$ cat src/rtl/alu_issue_ctrl.sv
// Issue/collect sequencer for the 2-cycle alu: valid/ready op intake, one-stage in-flight tracking, tagged result FIFO.
// Optional ALU_ISSUE_BYPASS_EN presents the alu result directly when the FIFO is empty (latency 1).
module alu_issue_ctrl #(
  parameter int unsigned XLEN       = 32,
  parameter int unsigned TAG_W      = 5,
  parameter int unsigned FIFO_DEPTH = 2,
  parameter int unsigned CNT_W      = 32
) (
  input  logic             clk,
  input  logic             rst_n,
  input  logic             in_valid,
  output logic             in_ready,
  input  logic [XLEN-1:0]  in_a,
  input  logic [XLEN-1:0]  in_b,
  input  logic [2:0]       in_funct,
  input  logic             in_mod,
  input  logic [TAG_W-1:0] in_tag,
  input  logic             flush,
  output logic [XLEN-1:0]  alu_a,
  output logic [XLEN-1:0]  alu_b,
  output logic [2:0]       alu_funct,
  output logic             alu_mod,
  input  logic [XLEN-1:0]  alu_result,
  output logic             out_valid,
  input  logic             out_ready,
  output logic [XLEN-1:0]  out_data,
  output logic [TAG_W-1:0] out_tag,
  output logic [CNT_W-1:0] retired_cnt
);

  localparam int unsigned PW = (FIFO_DEPTH > 1) ? $clog2(FIFO_DEPTH) : 1;
  localparam int unsigned CW = PW + 1;
  localparam logic [CW-1:0] DEPTH_L = CW'(FIFO_DEPTH);

  logic             s1_valid;
  logic [TAG_W-1:0] s1_tag;

  logic [XLEN-1:0]  mem_data [FIFO_DEPTH];
  logic [TAG_W-1:0] mem_tag  [FIFO_DEPTH];
  logic [PW-1:0]    wr_ptr;
  logic [PW-1:0]    rd_ptr;
  logic [CW-1:0]    count;

  logic [CW-1:0]    occupancy;
  logic             accept;
  logic             fifo_nonempty;
  logic             push;
  logic             fifo_pop;
  logic             out_hs;

  assign alu_a     = in_a;
  assign alu_b     = in_b;
  assign alu_funct = in_funct;
  assign alu_mod   = in_mod;

  // Credit counts the in-flight op as occupied; a same-cycle pop is ignored.
  assign occupancy     = count + CW'(s1_valid);
  assign in_ready      = rst_n & ~flush & (occupancy < DEPTH_L);
  assign accept        = in_valid & in_ready;
  assign fifo_nonempty = (count != '0);
  assign out_hs        = out_valid & out_ready;
  assign fifo_pop      = fifo_nonempty & out_ready;

`ifdef ALU_ISSUE_BYPASS_EN
  logic bypass;
  assign bypass    = ~fifo_nonempty & s1_valid & ~flush;
  assign out_valid = fifo_nonempty | bypass;
  assign out_data  = bypass ? alu_result : mem_data[rd_ptr];
  assign out_tag   = bypass ? s1_tag     : mem_tag[rd_ptr];
  // A bypassed result consumed this cycle never enters the FIFO.
  assign push      = s1_valid & ~flush & ~(bypass & out_ready);
`else
  assign out_valid = fifo_nonempty;
  assign out_data  = mem_data[rd_ptr];
  assign out_tag   = mem_tag[rd_ptr];
  assign push      = s1_valid & ~flush;
`endif

  always_ff @(posedge clk or negedge rst_n) begin
    if (!rst_n) begin
      s1_valid <= 1'b0;
      s1_tag   <= '0;
      wr_ptr   <= '0;
      rd_ptr   <= '0;
      count    <= '0;
      for (int unsigned i = 0; i < FIFO_DEPTH; i++) begin
        mem_data[i] <= '0;
        mem_tag[i]  <= '0;
      end
    end else if (flush) begin
      s1_valid <= 1'b0;
      wr_ptr   <= '0;
      rd_ptr   <= '0;
      count    <= '0;
    end else begin
      s1_valid <= accept;
      if (accept) begin
        s1_tag <= in_tag;
      end
      if (push) begin
        mem_data[wr_ptr] <= alu_result;
        mem_tag[wr_ptr]  <= s1_tag;
        wr_ptr           <= wr_ptr + 1'b1;
      end
      if (fifo_pop) begin
        rd_ptr <= rd_ptr + 1'b1;
      end
      case ({push, fifo_pop})
        2'b10:   count <= count + 1'b1;
        2'b01:   count <= count - 1'b1;
        default: count <= count;
      endcase
    end
  end

  always_ff @(posedge clk or negedge rst_n) begin
    if (!rst_n) begin
      retired_cnt <= '0;
    end else if (out_hs) begin
      retired_cnt <= retired_cnt + 1'b1;
    end
  end

endmodule
$ cat config.mk
export PLATFORM = sky130hd
export DESIGN_NAME = alu_issue_ctrl
export DESIGN_NICKNAME = d
export VERILOG_FILES = /design/src/rtl/alu_issue_ctrl.sv
export SDC_FILE = /design/constraint.sdc
export NUM_CORES = 1
export LEC_CHECK = 0
export ABC_AREA = 1
export CAP_MARGIN = 30
export CELL_PAD_IN_SITES_DETAIL_PLACEMENT = 1
export CELL_PAD_IN_SITES_GLOBAL_PLACEMENT = 2
export CORE_MARGIN = 2
export CORE_UTILIZATION = 23
export CTS_CLUSTER_SIZE = 10
export DETAILED_ROUTE_END_ITERATION = 8
export PLACE_DENSITY = 0.9
export RECOVER_POWER = 50
export SLEW_MARGIN = 20
export SYNTH_ARGS = -nofsm -noshare
export SYNTH_HDL_FRONTEND = slang
export SYNTH_SLANG_ARGS = --single-unit
$ cat constraint.sdc
create_clock -name clk -period 1.9 [get_ports clk]
set_clock_uncertainty 0.2 [all_clocks]
set_input_delay 0.57 -clock clk [delete_from_list [all_inputs] [get_ports clk]]
set_output_delay 0.57 -clock clk [all_outputs]
set_load 0.02 [all_outputs]
==> results of run 1 <==
## power breakdown
part | switching [mW] | internal [mW]
Combinational | 1.92 | 1.69
Clock | 1.19 | 2.08
Sequential | 0.360 | 3.07
## logic make-up after synthesis
group	count (synthesis)	synth area share, %
buffers and inverters	173	15.2
AO/OA/AOI/OAI	83	6.99
flip-flops	116	48.6
XOR/XNOR	18	2.64
adder cells (fa/ha/maj)	1	0.209
AND/OR/NAND/NOR	358	26.3
## through the flow
stage	cell area, sq um	hold WS (ps)	worst slack, ps
after global routing	8430	307	-378
after global placement	7390	266	-835
after floorplan	5980	74.4	5.86
after detailed placement	7390	268	-826
final	8430	262	-316
after CTS	8100	184	-380
## layout by cell type (no fill, tap or decap), drive strengths merged, types with 9 or more instances in the layout
master           n
xor2             9
nor2            33
clkdlybuf4s50   38
xnor2            9
nand2          283
inv             81
clkdlybuf4s15   18
buf            125
o21ai           79
clkbuf          34
dfrtp          116
nand3           21
nand4           12
## layout make-up
cell class                 instances  area, sq um
antenna                            3         7.51
clock buffer                      18          439
clock inverter                    12          159
fill                            2978        16900
inverter                          81          312
multi-input combinational        460         2340
sequential                       116         2910
tap                              330          413
timing repair buffer             198         1850
## per-layer routing
metal,up-vias,wire [microns]
li1,2502,-
met4,4,318
met3,34,1010
met5,-,27
met2,125,8330
met1,2396,7990
## worst max-delay path, delay by kind of cell, from the launching register on
family / cells / cell delay (ps)
buffers and inverters: 3 / 460
DFF: 1 / 450
and+or+nand+nor: 2 / 120
## flip-flops by register name (all words and copies together), names as in the netlist
signal / flops
mem_data: 64
s1_valid: 1
mem_tag: 10
wr_ptr: 1
count: 2
s1_tag: 5
retired_cnt: 32
rd_ptr: 1
## final timing paths
path	to	slack, ps	depth (start not counted)
min in group clk	s1_tag[2]	280	2
max in group asynchronous	retired_cnt[3]	190	3
worst max-delay path	out_tag[2]	-320	5
worst max register to register	retired_cnt[13]	-90	8
worst min register to register	s1_tag[2]	280	2
worst min-delay path	mem_tag[5]	260	2
## what timing repair did
action | CTS | global route
buffers inserted | 14 | 13
cloned | 2 | 2
setup endpoints to repair | 72 | 71
pin swaps | 1 | 15
gates resized for setup | 283 | 126
==> results.toml, run 1 <==
[cts]
hold_buffers = 0
cts_num_sinks = 116
clk_path_buf_depth = 2
cts_buffers = 17
h-tree-depth = 4
cts_tree = "done"
clk_pin_slew_ps = 60
insertion_delay_ps = 420
cts-root-buf = "clkbuf_16"

[sta]
period_minus_slack_ps = 2220
rsz0062_at_grt = "true"
hold_viol = 0
fin_ws_ps = -316
tns_ps = -11140
finalCritPeriodShare_pct = 117
relSlewSlack_pct = 50.4
max_freq_ghz = 0.451
worst_pin_slew_ps = 745
maxSlewViolCount = 0
setup_viol = 48

[power]
p_per_area_nw_per_um2 = 1220
finalPower_mw = 10.3
peakVddDrop_uv = 527
leakage_nw = 4.25

[place]
gp_congestion = 0.794
placed_cells = 1157
io_buffers = 112
place.detailed.hpwl_microns = 11900

[worst_hold_path]
min_path_type = "primary input to asynchronous set/reset pin"

[synth]
synth_area_leaders = "dfrtp_1, nand2_1, buf_4"
synth.distinct_cells = 29
syn_area_sq_um = 5980
synth_top_cell_by_area = "dfrtp_1"
syn-num-nets = 860
yosysSeqAreaShare_pct = 48.6
synth_enable_flop_cells = 0
yosysTopAreaCellShare_pct = 48.6
synthesis.instances = 749
synth_ff_type = "dfrtp_1"
synth_commonest_cells = "nand2_1, dfrtp_1, inv_1, o21ai_0, buf_4"
yosys_warnings = 0
avgSynthCellArea_sq_um = 7.98
ys_ff_latch = 116
async_reset_ff_share_pct = 100
synth.most_common_cell = "nand2_1"

[global_route]
met2_usage_pct = 21.9
grt_use_met3_pct = 3.75
busiest_layer = "met2"
grt_pass1_vias = 5473
track_usage_pct = 13.4
grt_max_degree = 58
antenna_found_initial = 5
grt_overflow = 0
use_met1_pct = 16.6
grt_pass1_wl_microns = 28100

[die]
initial_utilization_pct = 23.6
dieArea_sq_um = 27300
die-height_microns = 165
core_sq_um = 25300
std_cell_rows = 58
die_w_microns = 165
num_io_pins = 249

[run]
cap_violations = 0

[route]
routed_wl_microns = 17700
wl_per_cell_microns = 14.5
detail-route-antenna-nets = 0
drt_iter0_drc = 169
firstDrtPassIters = 4
vias_per_cell = 4.16
post-route-drc-count = 0
vias = 5061

[critical_path]
critical_path_class = "register to output port"
crit_start = "rd_ptr"
crit_slowest_cell = "dfrtp_2"
cp_cell_sequence = "buf_6 -> clkbuf_16 -> nand2_2 -> nand2_2 -> buf_6"
critPathMaxFanout = 7
critPathLaunchType = "register"
slowest_delay_ps = 450
r2r_start = "count[0]"
end_kind = "output port"
crit_arrival_ps = 1450
required_ps = 1130

[run_status]
violations = "negative setup slack"
outcome = "finished with violations"

[cells_and_area]
drive_gt1_share_pct = 29.8
areaGrowthSynthToFinish_pct = 41.1
final_cells = 1218
finalNetCount = 985
final_util_pct = 33.3
Power figures use the tool's default switching activity.
==> run 2: changes to the inputs <==
Settings changed: CORE_MARGIN 2 to not set, CORE_UTILIZATION 23 to 25, PLACE_DENSITY 0.9 to 0.95.
Clock period 1.9 ns to 2.6 ns, I/O delays scaled along.
==> run 2 against run 1 <==
Effect of this change: clock-buffer cell count grew 6; the flow now finishes without violations; final cell count decreased by 6.5%; first-iteration DRC count shrank 18%.
==> results.toml, run 2 (synthesized netlist as in run 1, its figures left out) <==
[critical_path]
reg2reg_to = "retired_cnt[28]"
critPathLaunchType = "register"
critPathMaxFanout = 5
end_kind = "output port"
r2r_cells = 9
cp_top_family = "buffers and inverters"
slowest_delay_ps = 660
critical_path_class = "register to output port"
r2r_start = "count[0]"
crit_arrival_ps = 1520
cp_cell_sequence = "clkdlybuf4s50_1"
crit_slowest_cell = "clkdlybuf4s50_1"
required_ps = 1620
crit_start = "retired_cnt[21]"
worst-path-buf-inv = 1
rrSetupSlack_ps = 590

[cts]
insertion_delay_ps = 400
clk_path_buf_depth = 2
clk_pin_slew_ps = 50
cts_buffers = 17
cts-root-buf = "clkbuf_16"
h-tree-depth = 4
postCtsSetupBuffers = 0
cts_tree = "done"
cts_num_sinks = 116

[place]
gp_congestion = 0.773
io_buffers = 112
place.detailed.hpwl_microns = 10700
pre_cts_ws_ps = -553
placed_cells = 1106

[sta]
max_freq_ghz = 0.400
finalCritPeriodShare_pct = 96.2
relSlewSlack_pct = 44.9
fin_ws_ps = 98.1
rsz0062_at_grt = "false"
hold_viol = 0
period_minus_slack_ps = 2500
whs_ps = 280
setup_viol = 0
maxSlewViolCount = 0
worst_pin_slew_ps = 827

[cells_and_area]
regMostFlops = "mem_data"
final_cells = 1139
final_common_cell = "nand2_1"
final_util_pct = 31.5
largestRegisters = "mem_data: 64 flops, retired_cnt: 32 flops, mem_tag: 10 flops"
areaGrowthSynthToFinish_pct = 23.8
largest_reg_flops = 64
fillCellCount = 2800
drive_gt1_share_pct = 12.0
layout_common_cells = "nand2_1, dfrtp_1, inv_1, o21ai_0, clkdlybuf4s50_1"
finalNetCount = 918

[power]
p_per_area_nw_per_um2 = 878
peakVddDrop_uv = 378
leakage_nw = 3.71
finalPower_mw = 6.49

[die]
die_w_microns = 157
std_cell_rows = 56
dieArea_sq_um = 24500
initial_utilization_pct = 25.5
core_sq_um = 23500
die-height_microns = 157
num_io_pins = 249

[global_route]
antenna_found_initial = 3
grt_pass1_vias = 5039
grt_max_degree = 75
track_usage_pct = 13.2
grt_overflow = 0
grt_pass1_wl_microns = 25100

[route]
drt_iter0_drc = 139
detail-route-antenna-nets = 0
vias_per_cell = 4.21
vias = 4800
firstDrtPassIters = 4
wl_per_cell_microns = 13.4
routed_wl_microns = 15300
post-route-drc-count = 0

[worst_hold_path]
hold_depth = 2
min-delay-start = "mem_data[17]"
min_to = "mem_data[17]"
min_path_type = "register to register"

[run]
cap_violations = 0

[run_status]
outcome = "finished, final reports clean"
[run 2: cell types whose count changed in the layout (fill, tap and decap cells not counted), moves of 6 or more]
cell and change:
nand3_1 +6, buf_6 -43, nor2_1 +6, buf_4 -57
nand2_2 -36, nand2_1 +42, clkbuf_2 +22, clkdlybuf4s50_1 +32
buf_2 -7, clkdlybuf4s15_2 -13, nand3_2 -6
[run 2: what timing repair did]
item / 4_1_cts / 5_1_grt
gates cloned: 0 / 1
setup endpoints to repair: 38 / 38
resized for setup: 53 / 61
hold endpoints to repair: 0 / 0
pin swaps: 1 / 0
hold buffers: 0 / 0
[run 2: final cells by class]
type | count | area, sq um | area share (%)
antenna | 2 | 5.00 | 0.0676
clock buffer | 24 | 472 | 6.37
clock inverter | 6 | 55.1 | 0.744
inverter | 81 | 304 | 4.11
multi-input combinational | 460 | 2120 | 28.7
sequential | 116 | 2900 | 39.2
tap | 319 | 399 | 5.39
timing repair buffer | 131 | 1140 | 15.4
[run 2: stage by stage]
stage	setup TNS [ps]	instance area, sq um
3_3_place_gp	-553	7100
2_1_floorplan	0	5980
5_1_grt	0	7390
3_5_place_dp	-553	7100
6_report	0	7400
4_1_cts	0	7590
[run 2: per-layer routing]
| layer | global-route usage (%) | routed length (microns) |
|---|---|---|
| met1 | 15.2 | 6870 |
| met2 | 22.7 | 7240 |
| met3 | 4.60 | 1020 |
| met4 | 4.34 | 180 |
| met5 | 0 | 13 |
[run 2: worst max path at each step]
stage	slack [ps]	cells after the start	end
4_1_cts	4	5	out_data[24]
2_1_floorplan	310	3	in_ready
3_5_place_dp	-550	5	in_ready
5_1_grt	5	5	out_data[9]
6_report	100	1	retired_cnt[21]
3_3_place_gp	-550	5	in_ready
[run 2: worst reg2reg max path: stages, from the launching register on]
cell	delay [ps]
dfrtp_1	420
inv_2	90
nand2_4	60
nand2_1	130
nor2_1	450
nand2_8	150
nor2_4	180
nand3_1	90
nand2_1	70
nand2_1	50
[run 2: power by group]
group / switching, mW / leakage, nW / total [mW] / internal [mW]
registers: 0.263 / 1.53 / 2.51 / 2.24
logic: 1.17 / 1.92 / 1.89 / 0.719
clock network: 0.753 / 0.263 / 2.10 / 1.34
